==> src/rtl/readonly_cache_control_if.sv <==
// Wishbone handshake bundle for the read-only cache controller: the CPU-side
// slave port and the memory-side master port that the controller drives.
interface readonly_cache_control_if;
    // CPU side
    logic input_wishbone_CYC;
    logic input_wishbone_STB;
    logic input_wishbone_WE;
    logic input_wishbone_ACK;
    logic input_wishbone_ERR;
    // Memory side
    logic output_wishbone_CYC;
    logic output_wishbone_STB;
    logic output_wishbone_WE;
    logic output_wishbone_ACK;
    logic output_wishbone_RTY;

    // The controller's view: slave to the CPU, master towards memory.
    modport slave (
        input  input_wishbone_CYC,
        input  input_wishbone_STB,
        input  input_wishbone_WE,
        output input_wishbone_ACK,
        output input_wishbone_ERR,
        output output_wishbone_CYC,
        output output_wishbone_STB,
        output output_wishbone_WE,
        input  output_wishbone_ACK,
        input  output_wishbone_RTY
    );

    // The environment's view: CPU master and memory slave.
    modport master (
        output input_wishbone_CYC,
        output input_wishbone_STB,
        output input_wishbone_WE,
        input  input_wishbone_ACK,
        input  input_wishbone_ERR,
        input  output_wishbone_CYC,
        input  output_wishbone_STB,
        input  output_wishbone_WE,
        output output_wishbone_ACK,
        output output_wishbone_RTY
    );
endinterface

==> src/rtl/readonly_cache_control.sv <==
// Sequencing FSM for the read-only cache datapath. Hits are acknowledged in
// the same cycle as the CPU strobe; misses fetch a line from memory into the
// LRU victim way and acknowledge one cycle after the memory ACK. Writes are
// rejected with ERR. Hit/miss counters saturate at all-ones.
module readonly_cache_control #(
    parameter int NUM_LINES     = 8,
    parameter int ASSOCIATIVITY = 2,
    parameter int CNT_WIDTH     = 32
) (
    input  logic                             clk,
    input  logic                             rst,
    readonly_cache_control_if.slave          bus,
    input  logic [ASSOCIATIVITY-1:0]         hit,
    input  logic [$clog2(ASSOCIATIVITY)-1:0] lru,
    output logic [$clog2(ASSOCIATIVITY)-1:0] cache_way_sel,
    output logic                             input_data_source_sel,
    output logic                             load,
    output logic                             load_lru,
    output logic                             input_wishbone_DAT_S_x,
    output logic [CNT_WIDTH-1:0]             hit_count,
    output logic [CNT_WIDTH-1:0]             miss_count
);
    localparam int WAY_W = $clog2(ASSOCIATIVITY);

    // The datapath shares these parameters; reject geometries it cannot build.
    generate
        if (NUM_LINES < 2 || (NUM_LINES & (NUM_LINES - 1)) != 0) begin : g_bad_lines
            $error("NUM_LINES must be a power of two >= 2");
        end
        if (ASSOCIATIVITY < 2 || (ASSOCIATIVITY & (ASSOCIATIVITY - 1)) != 0) begin : g_bad_assoc
            $error("ASSOCIATIVITY must be a power of two >= 2");
        end
    endgenerate

    typedef enum logic [1:0] {
        IDLE    = 2'd0,
        FETCH   = 2'd1,
        RETRY   = 2'd2,
        RESPOND = 2'd3
    } state_t;

    state_t             state_reg, state_next;
    logic [WAY_W-1:0]   victim_reg;
    logic [WAY_W-1:0]   hit_way;
    logic               req;
    logic               hit_inc;
    logic               miss_inc;

    assign req = bus.input_wishbone_CYC & bus.input_wishbone_STB;

    // Lowest-index set hit bit wins when several ways report a hit.
    always_comb begin
        hit_way = '0;
        for (int i = ASSOCIATIVITY - 1; i >= 0; i--) begin
            if (hit[i]) hit_way = WAY_W'(i);
        end
    end

    // State register and victim way latched at the start of a miss.
    always_ff @(posedge clk or posedge rst) begin
        if (rst) begin
            state_reg  <= IDLE;
            victim_reg <= '0;
        end else begin
            state_reg <= state_next;
            if (miss_inc) victim_reg <= lru;
        end
    end

    // Next state and all handshake/datapath controls. Everything is held
    // quiet while reset is asserted so the memory cycle drops immediately.
    always_comb begin
        state_next                 = state_reg;
        bus.input_wishbone_ACK     = 1'b0;
        bus.input_wishbone_ERR     = 1'b0;
        bus.output_wishbone_CYC    = 1'b0;
        bus.output_wishbone_STB    = 1'b0;
        bus.output_wishbone_WE     = 1'b0;
        cache_way_sel              = victim_reg;
        input_data_source_sel      = 1'b0;
        load                       = 1'b0;
        load_lru                   = 1'b0;
        input_wishbone_DAT_S_x     = 1'b1;
        hit_inc                    = 1'b0;
        miss_inc                   = 1'b0;
        if (!rst) begin
            unique case (state_reg)
                IDLE: begin
                    if (req && bus.input_wishbone_WE) begin
                        bus.input_wishbone_ERR = 1'b1;
                    end else if (req && |hit) begin
                        bus.input_wishbone_ACK = 1'b1;
                        input_wishbone_DAT_S_x = 1'b0;
                        load_lru               = 1'b1;
                        cache_way_sel          = hit_way;
                        hit_inc                = 1'b1;
                    end else if (req) begin
                        miss_inc   = 1'b1;
                        state_next = FETCH;
                    end
                end
                FETCH: begin
                    bus.output_wishbone_CYC = 1'b1;
                    bus.output_wishbone_STB = 1'b1;
                    if (bus.output_wishbone_ACK) begin
                        load                  = 1'b1;
                        input_data_source_sel = 1'b1;
                        // A CPU that walked away still gets the line filled.
                        state_next = bus.input_wishbone_CYC ? RESPOND : IDLE;
                    end else if (bus.output_wishbone_RTY) begin
                        state_next = RETRY;
                    end
                end
                RETRY: begin
                    bus.output_wishbone_CYC = 1'b1;
                    state_next              = FETCH;
                end
                RESPOND: begin
                    if (req) begin
                        bus.input_wishbone_ACK = 1'b1;
                        input_wishbone_DAT_S_x = 1'b0;
                        load_lru               = 1'b1;
                    end
                    state_next = IDLE;
                end
                default: state_next = IDLE;
            endcase
        end
    end

    // Saturating performance counters; a request bumps at most one of them.
    always_ff @(posedge clk or posedge rst) begin
        if (rst) begin
            hit_count  <= '0;
            miss_count <= '0;
        end else begin
            if (hit_inc && hit_count != {CNT_WIDTH{1'b1}})
                hit_count <= hit_count + 1'b1;
            if (miss_inc && miss_count != {CNT_WIDTH{1'b1}})
                miss_count <= miss_count + 1'b1;
        end
    end
endmodule

==> src/flat_wrapper.sv <==
// flat-port wrapper written by rule: the top's interface ports become plain ports
module readonly_cache_control_flat 
#(
    parameter int NUM_LINES     = 8,
    parameter int ASSOCIATIVITY = 2,
    parameter int CNT_WIDTH     = 32
)
  (clk, rst, hit, lru, cache_way_sel, input_data_source_sel, load, load_lru, input_wishbone_DAT_S_x, hit_count, miss_count, bus_input_wishbone_CYC, bus_input_wishbone_STB, bus_input_wishbone_WE, bus_input_wishbone_ACK, bus_input_wishbone_ERR, bus_output_wishbone_CYC, bus_output_wishbone_STB, bus_output_wishbone_WE, bus_output_wishbone_ACK, bus_output_wishbone_RTY);
  readonly_cache_control_if bus_i ();
  input  logic clk;
  input  logic rst;
  input  logic [ASSOCIATIVITY-1:0] hit;
  input  logic [$clog2(ASSOCIATIVITY)-1:0] lru;
  output logic [$clog2(ASSOCIATIVITY)-1:0] cache_way_sel;
  output logic input_data_source_sel;
  output logic load;
  output logic load_lru;
  output logic input_wishbone_DAT_S_x;
  output logic [CNT_WIDTH-1:0] hit_count;
  output logic [CNT_WIDTH-1:0] miss_count;
  input wire logic [$bits(bus_i.input_wishbone_CYC)-1:0] bus_input_wishbone_CYC;
  input wire logic [$bits(bus_i.input_wishbone_STB)-1:0] bus_input_wishbone_STB;
  input wire logic [$bits(bus_i.input_wishbone_WE)-1:0] bus_input_wishbone_WE;
  output wire logic [$bits(bus_i.input_wishbone_ACK)-1:0] bus_input_wishbone_ACK;
  output wire logic [$bits(bus_i.input_wishbone_ERR)-1:0] bus_input_wishbone_ERR;
  output wire logic [$bits(bus_i.output_wishbone_CYC)-1:0] bus_output_wishbone_CYC;
  output wire logic [$bits(bus_i.output_wishbone_STB)-1:0] bus_output_wishbone_STB;
  output wire logic [$bits(bus_i.output_wishbone_WE)-1:0] bus_output_wishbone_WE;
  input wire logic [$bits(bus_i.output_wishbone_ACK)-1:0] bus_output_wishbone_ACK;
  input wire logic [$bits(bus_i.output_wishbone_RTY)-1:0] bus_output_wishbone_RTY;
  assign bus_i.input_wishbone_CYC = bus_input_wishbone_CYC;
  assign bus_i.input_wishbone_STB = bus_input_wishbone_STB;
  assign bus_i.input_wishbone_WE = bus_input_wishbone_WE;
  assign bus_input_wishbone_ACK = bus_i.input_wishbone_ACK;
  assign bus_input_wishbone_ERR = bus_i.input_wishbone_ERR;
  assign bus_output_wishbone_CYC = bus_i.output_wishbone_CYC;
  assign bus_output_wishbone_STB = bus_i.output_wishbone_STB;
  assign bus_output_wishbone_WE = bus_i.output_wishbone_WE;
  assign bus_i.output_wishbone_ACK = bus_output_wishbone_ACK;
  assign bus_i.output_wishbone_RTY = bus_output_wishbone_RTY;
  readonly_cache_control #(.NUM_LINES(NUM_LINES), .ASSOCIATIVITY(ASSOCIATIVITY), .CNT_WIDTH(CNT_WIDTH)) u_core (.clk(clk), .rst(rst), .bus(bus_i), .hit(hit), .lru(lru), .cache_way_sel(cache_way_sel), .input_data_source_sel(input_data_source_sel), .load(load), .load_lru(load_lru), .input_wishbone_DAT_S_x(input_wishbone_DAT_S_x), .hit_count(hit_count), .miss_count(miss_count));
endmodule
==> config.mk <==
export PLATFORM = sky130hd
export DESIGN_NAME = readonly_cache_control_flat
export DESIGN_NICKNAME = d
export VERILOG_FILES = /design/src/rtl/readonly_cache_control_if.sv /design/src/rtl/readonly_cache_control.sv /design/src/flat_wrapper.sv
export SDC_FILE = /design/constraint.sdc
export NUM_CORES = 1
export LEC_CHECK = 0
export ABC_AREA = 1
export CAP_MARGIN = 20
export CORE_MARGIN = 2
export CORE_UTILIZATION = 50
export DETAILED_ROUTE_END_ITERATION = 12
export PLACE_DENSITY = 0.74
export SETUP_SLACK_MARGIN = 0.02
export SYNTH_ARGS = -nofsm -noshare
export SYNTH_HDL_FRONTEND = slang
export SYNTH_SLANG_ARGS = --single-unit
==> constraint.sdc <==
create_clock -name clk -period 3.4 [get_ports clk]
set_input_delay 0.68 -clock clk [delete_from_list [all_inputs] [get_ports clk]]
set_output_delay 0.68 -clock clk [all_outputs]
set_load 0.01 [all_outputs]
==> metrics.yaml <==
status: "finished clean"
first_iter_violations: 221
postSynthCellCount: 740
ys_warn_count: 0
cp.required_ns: 2.72
crit_path_end_kind: "primary output"
ys.flop_type: "dfrtp_1"
drive_above_1_share: 0.0508
startpoint_type: "primary input"
grt_pass1_vias: 4528
placed_cell_area_sq_um: 5520
synth_area_leaders: "dfrtp_1 (36%), nand2_1 (31%), nor2_1 (7.8%), inv_1 (4.7%), xor2_1 (3.6%)"
finalSetupViolations: 0
wl_per_cell_microns: 12.8
n_antenna_cell: 0
drcViolationCount: 0
grt_usage: 0.257
fin_worst_skew_ns: 0.0169
antenna_found_initial: 0
wl_microns: 12000
worstHoldStart: "u_core.state_reg[1]"
routed_via_density: 5.09
final_nets: 838
root_buffer: "clkbuf_8"
io_buffers: 82
wl_met3_microns: 533
nFillCells: 872
fin_area_sq_um: 5720
cts_resized: 0
arrival_ns: 2.39
detail-route-antenna-nets: 0
hold_buffers: 0
clock.fmax_ghz: 0.326
place.gp.congestion: 0.890
met2WireLength_microns: 5900
syn_avg_cell_area_sq_um: 6.28
pin_count: 84
ir_drop_uv: 261
yosysMostFrequentCell: "nand2_1"
htree_num_levels: 3
clock_latency_ns: 0.35
p_per_area_nw_per_um2: 335
p_leak_nw: 2.67
cts_sinks: 67
synth_area_leader_cell: "dfrtp_1"
ys_seq_area_frac: 0.361
worstHoldPathType: "flop to flop"
grt_pass1_wl_microns: 20900
wl_met1_microns: 5220
netlist.area_leader.share: 0.361
finalHoldViolCount: 0
clkSlewWorstSetupHoldPaths_ns: 0.07
startpoint: "hit[1]"
synthArstFlopShare: 1.00
r2r_start: "u_core.hit_count[0]"
synth_edf_count: 0
max-cap-violations: 0
cts_buffers: 9
hold_depth: 2
die_area_sq_um: 10100
core_area_sq_um: 9110
netlist-cell-type-count: 26
dp_hpwl_microns: 8780
drv_slew: 0
start_util: 0.510
grt_max_degree: 69
r2r_cells: 10
cts_tree: "built"
rows: 35
cts_setup_buffers: 0
ys_ff_latch: 67
relSlewSlack: 0.431
grt_overflow_total: 0
die_h_microns: 100
netlist_top_cells_count: "nand2_1 (387), nor2_1 (96), dfrtp_1 (67)"
timing.final.crit_share: 0.902
dieWidth_microns: 100
vias: 4775
tns_ns: 0
dr.pass1.iters: 6
cts-root-to-sink-buffers: 2
path_class: "primary input to primary output"
highest_layer: "met4"
max_slew.worst_pin.slew_ns: 0.854
finalCriticalPeriod_ns: 3.07
synthToLayoutAreaGrowth_pct: 23.1
syn_nets: 755
rsz0062_at_grt: "false"
synth_area_sq_um: 4650
finalPower_w: 0.00192
path_max_fanout: 2
[power by group]
part	switching [W]	total, W	internal [W]
Clock	0.000324	0.000698	0.000374
Combinational	0.000189	0.000343	0.000155
Sequential	0.0000433	0.000876	0.000833
[metrics by stage]
step | util | cells | hold slack (ns) | worst slack, ns
3_5_place_dp | 0.606 | 923 | 0.526 | 0.387
6_report | 0.628 | 938 | 0.536 | 0.332
5_1_grt | 0.628 | 938 | 0.571 | 0.177
2_1_floorplan | - | 740 | 0.478 | 0.612
4_1_cts | 0.628 | 938 | 0.543 | 0.385
3_3_place_gp | 0.606 | 923 | 0.495 | 0.458
[final cells by class]
| class | count | area (sq um) | area share |
|---|---|---|---|
| multi-input combinational | 596 | 2620 | 0.457 |
| clock inverter | 4 | 50.0 | 0.00875 |
| inverter | 63 | 239 | 0.0418 |
| timing repair buffer | 86 | 851 | 0.149 |
| clock buffer | 11 | 151 | 0.0265 |
| tap | 111 | 139 | 0.0243 |
| sequential | 67 | 1680 | 0.293 |
[path summary, 6_finish.rpt]
path	end	slack (ns)
max	load_lru	0.33
min	u_core.state_reg[1]	0.54
max reg2reg	u_core.hit_count[25]	1.27
min reg2reg	u_core.state_reg[1]	0.54
max in group asynchronous	u_core.miss_count[5]	1.72
min in group asynchronous	u_core.hit_count[7]	1.14
[per-layer routing]
layer  up-vias  GRT usage
li1       2415          -
met1      2192      0.323
met2       139      0.447
met3        29     0.0327
met4         0      0.101
met5         -          0
[critical path: stages]
cell	delay (ns)
clkdlybuf4s50_1	0.49
nor2_1	0.07
nor2_1	0.13
nand3_1	0.09
a211oi_1	0.31
clkdlybuf4s50_1	0.62
[kinds of logic after synthesis]
logic type / Yosys count / share of synthesized area
buffers and inverters: 77 / 0.0767
XOR/XNOR: 28 / 0.0528
flip-flops: 67 / 0.361
other: 1 / 0.000807
adder cells (fa/ha/maj): 5 / 0.0135
AO/OA/AOI/OAI: 17 / 0.0205
AND/OR/NAND/NOR: 545 / 0.475
[cell usage in the layout (no fill, tap or decap), types with 2 or more instances in the layout]
master and n:
inv_2 4, clkdlybuf4s50_1 82, ha_1 5, xor2_1 19
nand3b_1 7, inv_1 58, nand3_1 30, clkbuf_8 11
o21ai_0 9, nor2_2 8, o2111ai_1 2, nor2_4 2
buf_4 4, nor2_1 96, xnor2_1 9, nand2_4 3
clkinvlp_4 2, nor3_1 2, nand4_1 5, nand2_1 387
nand2_2 4, dfrtp_1 67, o21ai_1 5
Note: power is estimated with default switching activity, not from simulation.
